[src/rtl/fetch_hazard_ctrl.sv]
// IF-stage sequencing controller: arbitrates exception redirects, taken
// branches and stall sources (HI/LO busy, load-use, imem wait), drives the
// IF stage hold/redirect controls and the ID/EX bubble, and keeps the
// mult/div busy counter, exception-flush sequencer and stall counter.
module fetch_hazard_ctrl #(
    parameter int MULT_CYCLES      = 5,
    parameter int DIV_CYCLES       = 33,
    parameter int EXC_FLUSH_CYCLES = 2
) (
    input  logic        clk,
    input  logic        rst,
    input  logic [4:0]  id_rs,
    input  logic [4:0]  id_rt,
    input  logic        id_uses_rt,
    input  logic        id_reads_hilo,
    input  logic        ex_memread,
    input  logic [4:0]  ex_rt,
    input  logic        ex_br_taken,
    input  logic [31:0] ex_br_target,
    input  logic        exc_req,
    input  logic [31:0] exc_pc,
    input  logic        md_start,
    input  logic        md_is_div,
    input  logic        imem_ready,
    output logic        hold_pc,
    output logic        hold_if,
    output logic        flush_id,
    output logic        br,
    output logic        except,
    output logic [31:0] pc_branch,
    output logic [31:0] epc,
    output logic        md_busy,
    output logic [31:0] stall_cycles
);

    localparam int MD_MAX = (DIV_CYCLES > MULT_CYCLES) ? DIV_CYCLES : MULT_CYCLES;
    localparam int MD_W   = $clog2(MD_MAX + 1);
    localparam int FL_W   = $clog2(EXC_FLUSH_CYCLES) + 1;

    typedef enum logic [0:0] {
        RUN       = 1'b0,
        EXC_FLUSH = 1'b1
    } state_t;

    state_t          state;
    state_t          state_next;
    logic [FL_W-1:0] fl_cnt;
    logic [FL_W-1:0] fl_cnt_next;
    logic [MD_W-1:0] md_cnt;
    logic            exc_take;
    logic            load_use;
    logic            hilo_haz;

    assign md_busy  = (md_cnt != '0);
    assign hilo_haz = md_busy && id_reads_hilo;
    assign load_use = ex_memread && (ex_rt != 5'd0) &&
                      ((ex_rt == id_rs) || (id_uses_rt && (ex_rt == id_rt)));
    // An exception is only accepted from RUN; during the flush window it is ignored.
    assign exc_take = rst && (state == RUN) && exc_req;

    // Next-state and prioritised control outputs; everything held at 0 while in reset.
    always_comb begin
        hold_pc     = 1'b0;
        hold_if     = 1'b0;
        flush_id    = 1'b0;
        br          = 1'b0;
        except      = 1'b0;
        pc_branch   = 32'd0;
        state_next  = state;
        fl_cnt_next = fl_cnt;
        if (rst) begin
            if (exc_take) begin
                except      = 1'b1;
                flush_id    = 1'b1;
                state_next  = EXC_FLUSH;
                fl_cnt_next = FL_W'(EXC_FLUSH_CYCLES - 1);
            end else begin
                if (ex_br_taken) begin
                    br        = 1'b1;
                    pc_branch = ex_br_target;
                    flush_id  = 1'b1;
                end else if (hilo_haz || load_use || !imem_ready) begin
                    hold_pc  = 1'b1;
                    hold_if  = 1'b1;
                    flush_id = 1'b1;
                end
                if (state == EXC_FLUSH) begin
                    flush_id = 1'b1;
                    if (fl_cnt == '0) begin
                        state_next = RUN;
                    end else begin
                        fl_cnt_next = fl_cnt - FL_W'(1);
                    end
                end
            end
        end
    end

    // Sequencer state and flush countdown register.
    always_ff @(posedge clk or negedge rst) begin
        if (!rst) begin
            state  <= RUN;
            fl_cnt <= '0;
        end else begin
            state  <= state_next;
            fl_cnt <= fl_cnt_next;
        end
    end

    // Capture the faulting PC when an exception redirect is taken.
    always_ff @(posedge clk or negedge rst) begin
        if (!rst) begin
            epc <= 32'd0;
        end else if (exc_take) begin
            epc <= exc_pc;
        end
    end

    // HI/LO busy countdown; a new start reloads, a start alongside an exception is dropped.
    always_ff @(posedge clk or negedge rst) begin
        if (!rst) begin
            md_cnt <= '0;
        end else if (md_start && !exc_take) begin
            md_cnt <= md_is_div ? MD_W'(DIV_CYCLES) : MD_W'(MULT_CYCLES);
        end else if (md_cnt != '0) begin
            md_cnt <= md_cnt - MD_W'(1);
        end
    end

    // Count every cycle the PC is frozen; wraps naturally at 32 bits.
    always_ff @(posedge clk or negedge rst) begin
        if (!rst) begin
            stall_cycles <= 32'd0;
        end else if (hold_pc) begin
            stall_cycles <= stall_cycles + 32'd1;
        end
    end

endmodule

[config.mk]
export PLATFORM = sky130hd
export DESIGN_NAME = fetch_hazard_ctrl
export DESIGN_NICKNAME = d
export VERILOG_FILES = /design/src/rtl/fetch_hazard_ctrl.sv
export SDC_FILE = /design/constraint.sdc
export NUM_CORES = 1
export LEC_CHECK = 0
export CAP_MARGIN = 20
export CORE_ASPECT_RATIO = 1.75
export CORE_MARGIN = 3
export CORE_UTILIZATION = 40
export DETAILED_ROUTE_END_ITERATION = 8
export PLACE_DENSITY_LB_ADDON = 0.2
export SETUP_SLACK_MARGIN = 0.2
export SLEW_MARGIN = 20
export SYNTH_ARGS = -nofsm -noshare
export SYNTH_HDL_FRONTEND = slang
export SYNTH_SLANG_ARGS = --single-unit
[constraint.sdc]
create_clock -name clk -period 2 [get_ports clk]
set_input_delay 0.2 -clock clk [delete_from_list [all_inputs] [get_ports clk]]
set_output_delay 0.2 -clock clk [all_outputs]
set_load 0.05 [all_outputs]
==> out/metrics.cfg <==
[outcome]
status = finished, violations left
violations = negative setup slack

[global_route]
grt_max_degree = 32
grt_first_pass_wirelength_mm = 21.3
globalRouteTotalUtil_pct = 26.8
grt_pass1_vias = 4041
overflow = 0
antenna_found_initial = 0

[floorplanning]
die_area_sq_um = 10200
std_cell_rows = 45
die_w_um = 77.8
die_y_um = 132
initial_core_util_pct = 41.3
pin_count = 191
core_area_sq_um = 8730

[power]
combPwrFrac_pct = 52.0
irDropWorstVdd_mv = 1.18
power.leakage_nw = 3.51
p_switching_mw = 3.37
p_int_mw = 4.51
p_per_area_nw_per_um2 = 1100
p_sw_share_pct = 42.7
p_seq_share_pct = 28.4
clkPwrFrac_pct = 19.6

[timing]
setup_ws_ps = -297
hold_violations = 0
final_max_slew_viol_count = 0
max_freq_mhz = 435
finalSetupViolCount = 55
rsz0062_at_grt = true
relSlewSlack_pct = 62.1
fin_crit_ps = 2300
tightest_slew_ps = 566
finalCritPeriodShare_pct = 115
fin_skew_ps = 6.44
whs_ps = 381

[routing]
wl_met1_mm = 4.92
wl_mm = 14.6
drc = 0
wl_met3_um = 830
top_layer = met4
dr.pass1.iters = 4
drt_iter0_drc = 223
ant_nets = 0
viasPerCell = 5.09
dr_wl_met2_mm = 8.42
avgRoutedWirePerCell_um = 19.5
vias = 3804

[placed_design]
dp_cells = 707
hpwl_mm = 8.72
io_buffers = 190
placed_area_sq_um = 5930
gp_congestion = 0.869

[setup_path]
critPathMaxFanout = 3
cp_top_family = buffers and inverters
crit_type = in -> out
worst_ep_arrival_time_ps = 2100
reg2reg_setup_slack_ps = -150
rr_startpoint = md_cnt[1]
critPathMaxStageDelay_ps = 480
cp-startpoint = ex_rt[3]
cp-start-kind = input pin
reg2reg_to = stall_cycles[24]
crit_chain = clkdlybuf4s50_1 > or4_1 > o21ai_1 > o21ai_4 > buf_6 > o31a_4 > buf_12
crit_buf_inv = 3
critPathSlowestCell = or4_1
cp-end-kind = output port
cp.required_ps = 1800
r2r_cells = 13

[final_layout]
antennaDiodeCount = 0
instances_no_fill = 748
drive_gt1_share_pct = 31.7
area_growth_pct = 98.4
fillers = 494
fin_area_sq_um = 7150
post-route-util_pct = 82.0
nets = 720

[yosys]
yosys_register_bits = 73
syn_inst = 377
synthArstFlopShare_pct = 100
syn_avg_cell_area_sq_um = 9.56
synth-edff-count = 0
synthFlopType = dfrtp_1
yosysUniqueCellTypes = 41
mappedNetlistArea_sq_um = 3610
synth_fp_nets = 470
ys_seq_area_share_pct = 50.7
synth_warnings = 0

[clock_network]
clk_pin_slew_worst_paths_ps = 60
clk_path_buf_depth = 2
insertion_delay_ps = 330
h-tree-depth = 3
cts_made_buffers = 9
cts_tree = done
cts_sinks = 73
cts-root-buf = clkbuf_16

[worst_hold_path]
hold_depth = 5
whs_endpoint = state
min_path_type = in -> reg
worstHoldStart = rst

[run]
cap_violations = 0

per-layer routing:
metal  up-vias  track usage [%]
met5         -                0
met4         0             11.6
met3        34             5.76
met2       171             49.9
met1      1870             28.0
li1       1729                -
layout make-up:
type | count | area (sq um) | share of cell area [%]
repair buffers | 254 | 2870 | 40.1
multi-input cells | 281 | 1990 | 27.8
clock inverters | 4 | 45.0 | 0.630
well taps | 117 | 146 | 2.05
clock buffers | 11 | 233 | 3.25
inverters | 8 | 33.8 | 0.472
flip-flops and latches | 73 | 1840 | 25.7
cell usage in the layout (no fill, tap or decap), types with 3 or more instances in the layout:
| cell type | instances |
|---|---|
| inv_1 | 6 |
| clkbuf_16 | 9 |
| xnor2_2 | 6 |
| buf_16 | 4 |
| clkdlybuf4s50_1 | 133 |
| xor2_1 | 25 |
| nand4_1 | 15 |
| nor2_1 | 8 |
| dlygate4sd2_1 | 7 |
| nand3_1 | 8 |
| buf_4 | 38 |
| ha_1 | 4 |
| and2_4 | 31 |
| nand3_4 | 4 |
| dlymetal6s2s_1 | 11 |
| dfrtp_2 | 9 |
| buf_6 | 11 |
| xnor2_1 | 15 |
| clkinv_2 | 3 |
| buf_8 | 35 |
| nand2_1 | 110 |
| dfrtp_1 | 64 |
| nor3_2 | 9 |
| buf_12 | 12 |
cells by family (layout without fill, tap and decap cells):
family / after synthesis / in the layout / share of synthesized area [%]
and+or+nand+nor: 215 / 215 / 30.7
DFF: 73 / 73 / 50.7
xor gates and xnor gates: 46 / 46 / 11.2
buffers and inverters: 23 / 277 / 2.98
AOI/OAI and AO/OA: 14 / 14 / 2.53
adders and majority gates: 4 / 4 / 1.39
muxes: 2 / 2 / 0.590
power by group through the flow:
stage	Sequential, mW	Clock (mW)	Combinational [mW]
2_1_floorplan	3.44	0	0.960
3_3_place_gp	2.22	0	3.55
3_5_place_dp	2.24	0	3.61
4_1_cts	2.21	1.55	3.95
5_1_grt	2.29	1.63	4.31
6_report	2.23	1.55	4.10
registers in the layout (all words and copies together) (netlist names):
register,count
epc,32
fl_cnt,2
md_cnt,6
stall_cycles,32
state,1
cells in the mapped netlist, drive strengths merged, types with 7 or more instances:
library cell	number	area, sq um
xor2	25	219
and2	33	206
nor3	10	60.1
dfrtp	73	1830
nand4	16	106
xnor2	21	184
nand3	12	60.1
buf	8	51.3
clkbuf	7	26.3
nor2	11	41.3
nand2	112	420
inv	7	26.3
worst max path at each step:
stage                     depth (start not counted)  slack [ps]       end
after floorplan                                   7        -370  flush_id
after global placement                            7        -250  flush_id
after detailed placement                          7        -260  flush_id
after CTS                                         8        -260  flush_id
after global routing                              8        -390  flush_id
final                                             7        -300  flush_id
metrics by stage:
| stage | total power [mW] | setup TNS [ps] | worst slack (ps) |
|---|---|---|---|
| global route | 8.23 | -8200 | -386 |
| detailed placement | 5.85 | -6430 | -260 |
| floorplan | 4.40 | -3640 | -368 |
| global placement | 5.77 | -5540 | -251 |
| CTS | 7.72 | -944 | -264 |
| finish | 7.88 | -3910 | -297 |
repair_timing:
action                                  CTS  global route
gates cloned                              5             0
endpoints found under the setup margin   74            80
pin swaps                                31            18
setup buffers                            13             6
resized for setup                       137            42
hold buffers                              2             0
endpoints found under the hold margin    73             0
worst min-delay path, stage by stage:
cell and delay, ps:
buf_4 130, buf_4 170, nand2_1 70, nand2_1 60
nand2_1 40
Power figures use the tool's default switching activity.
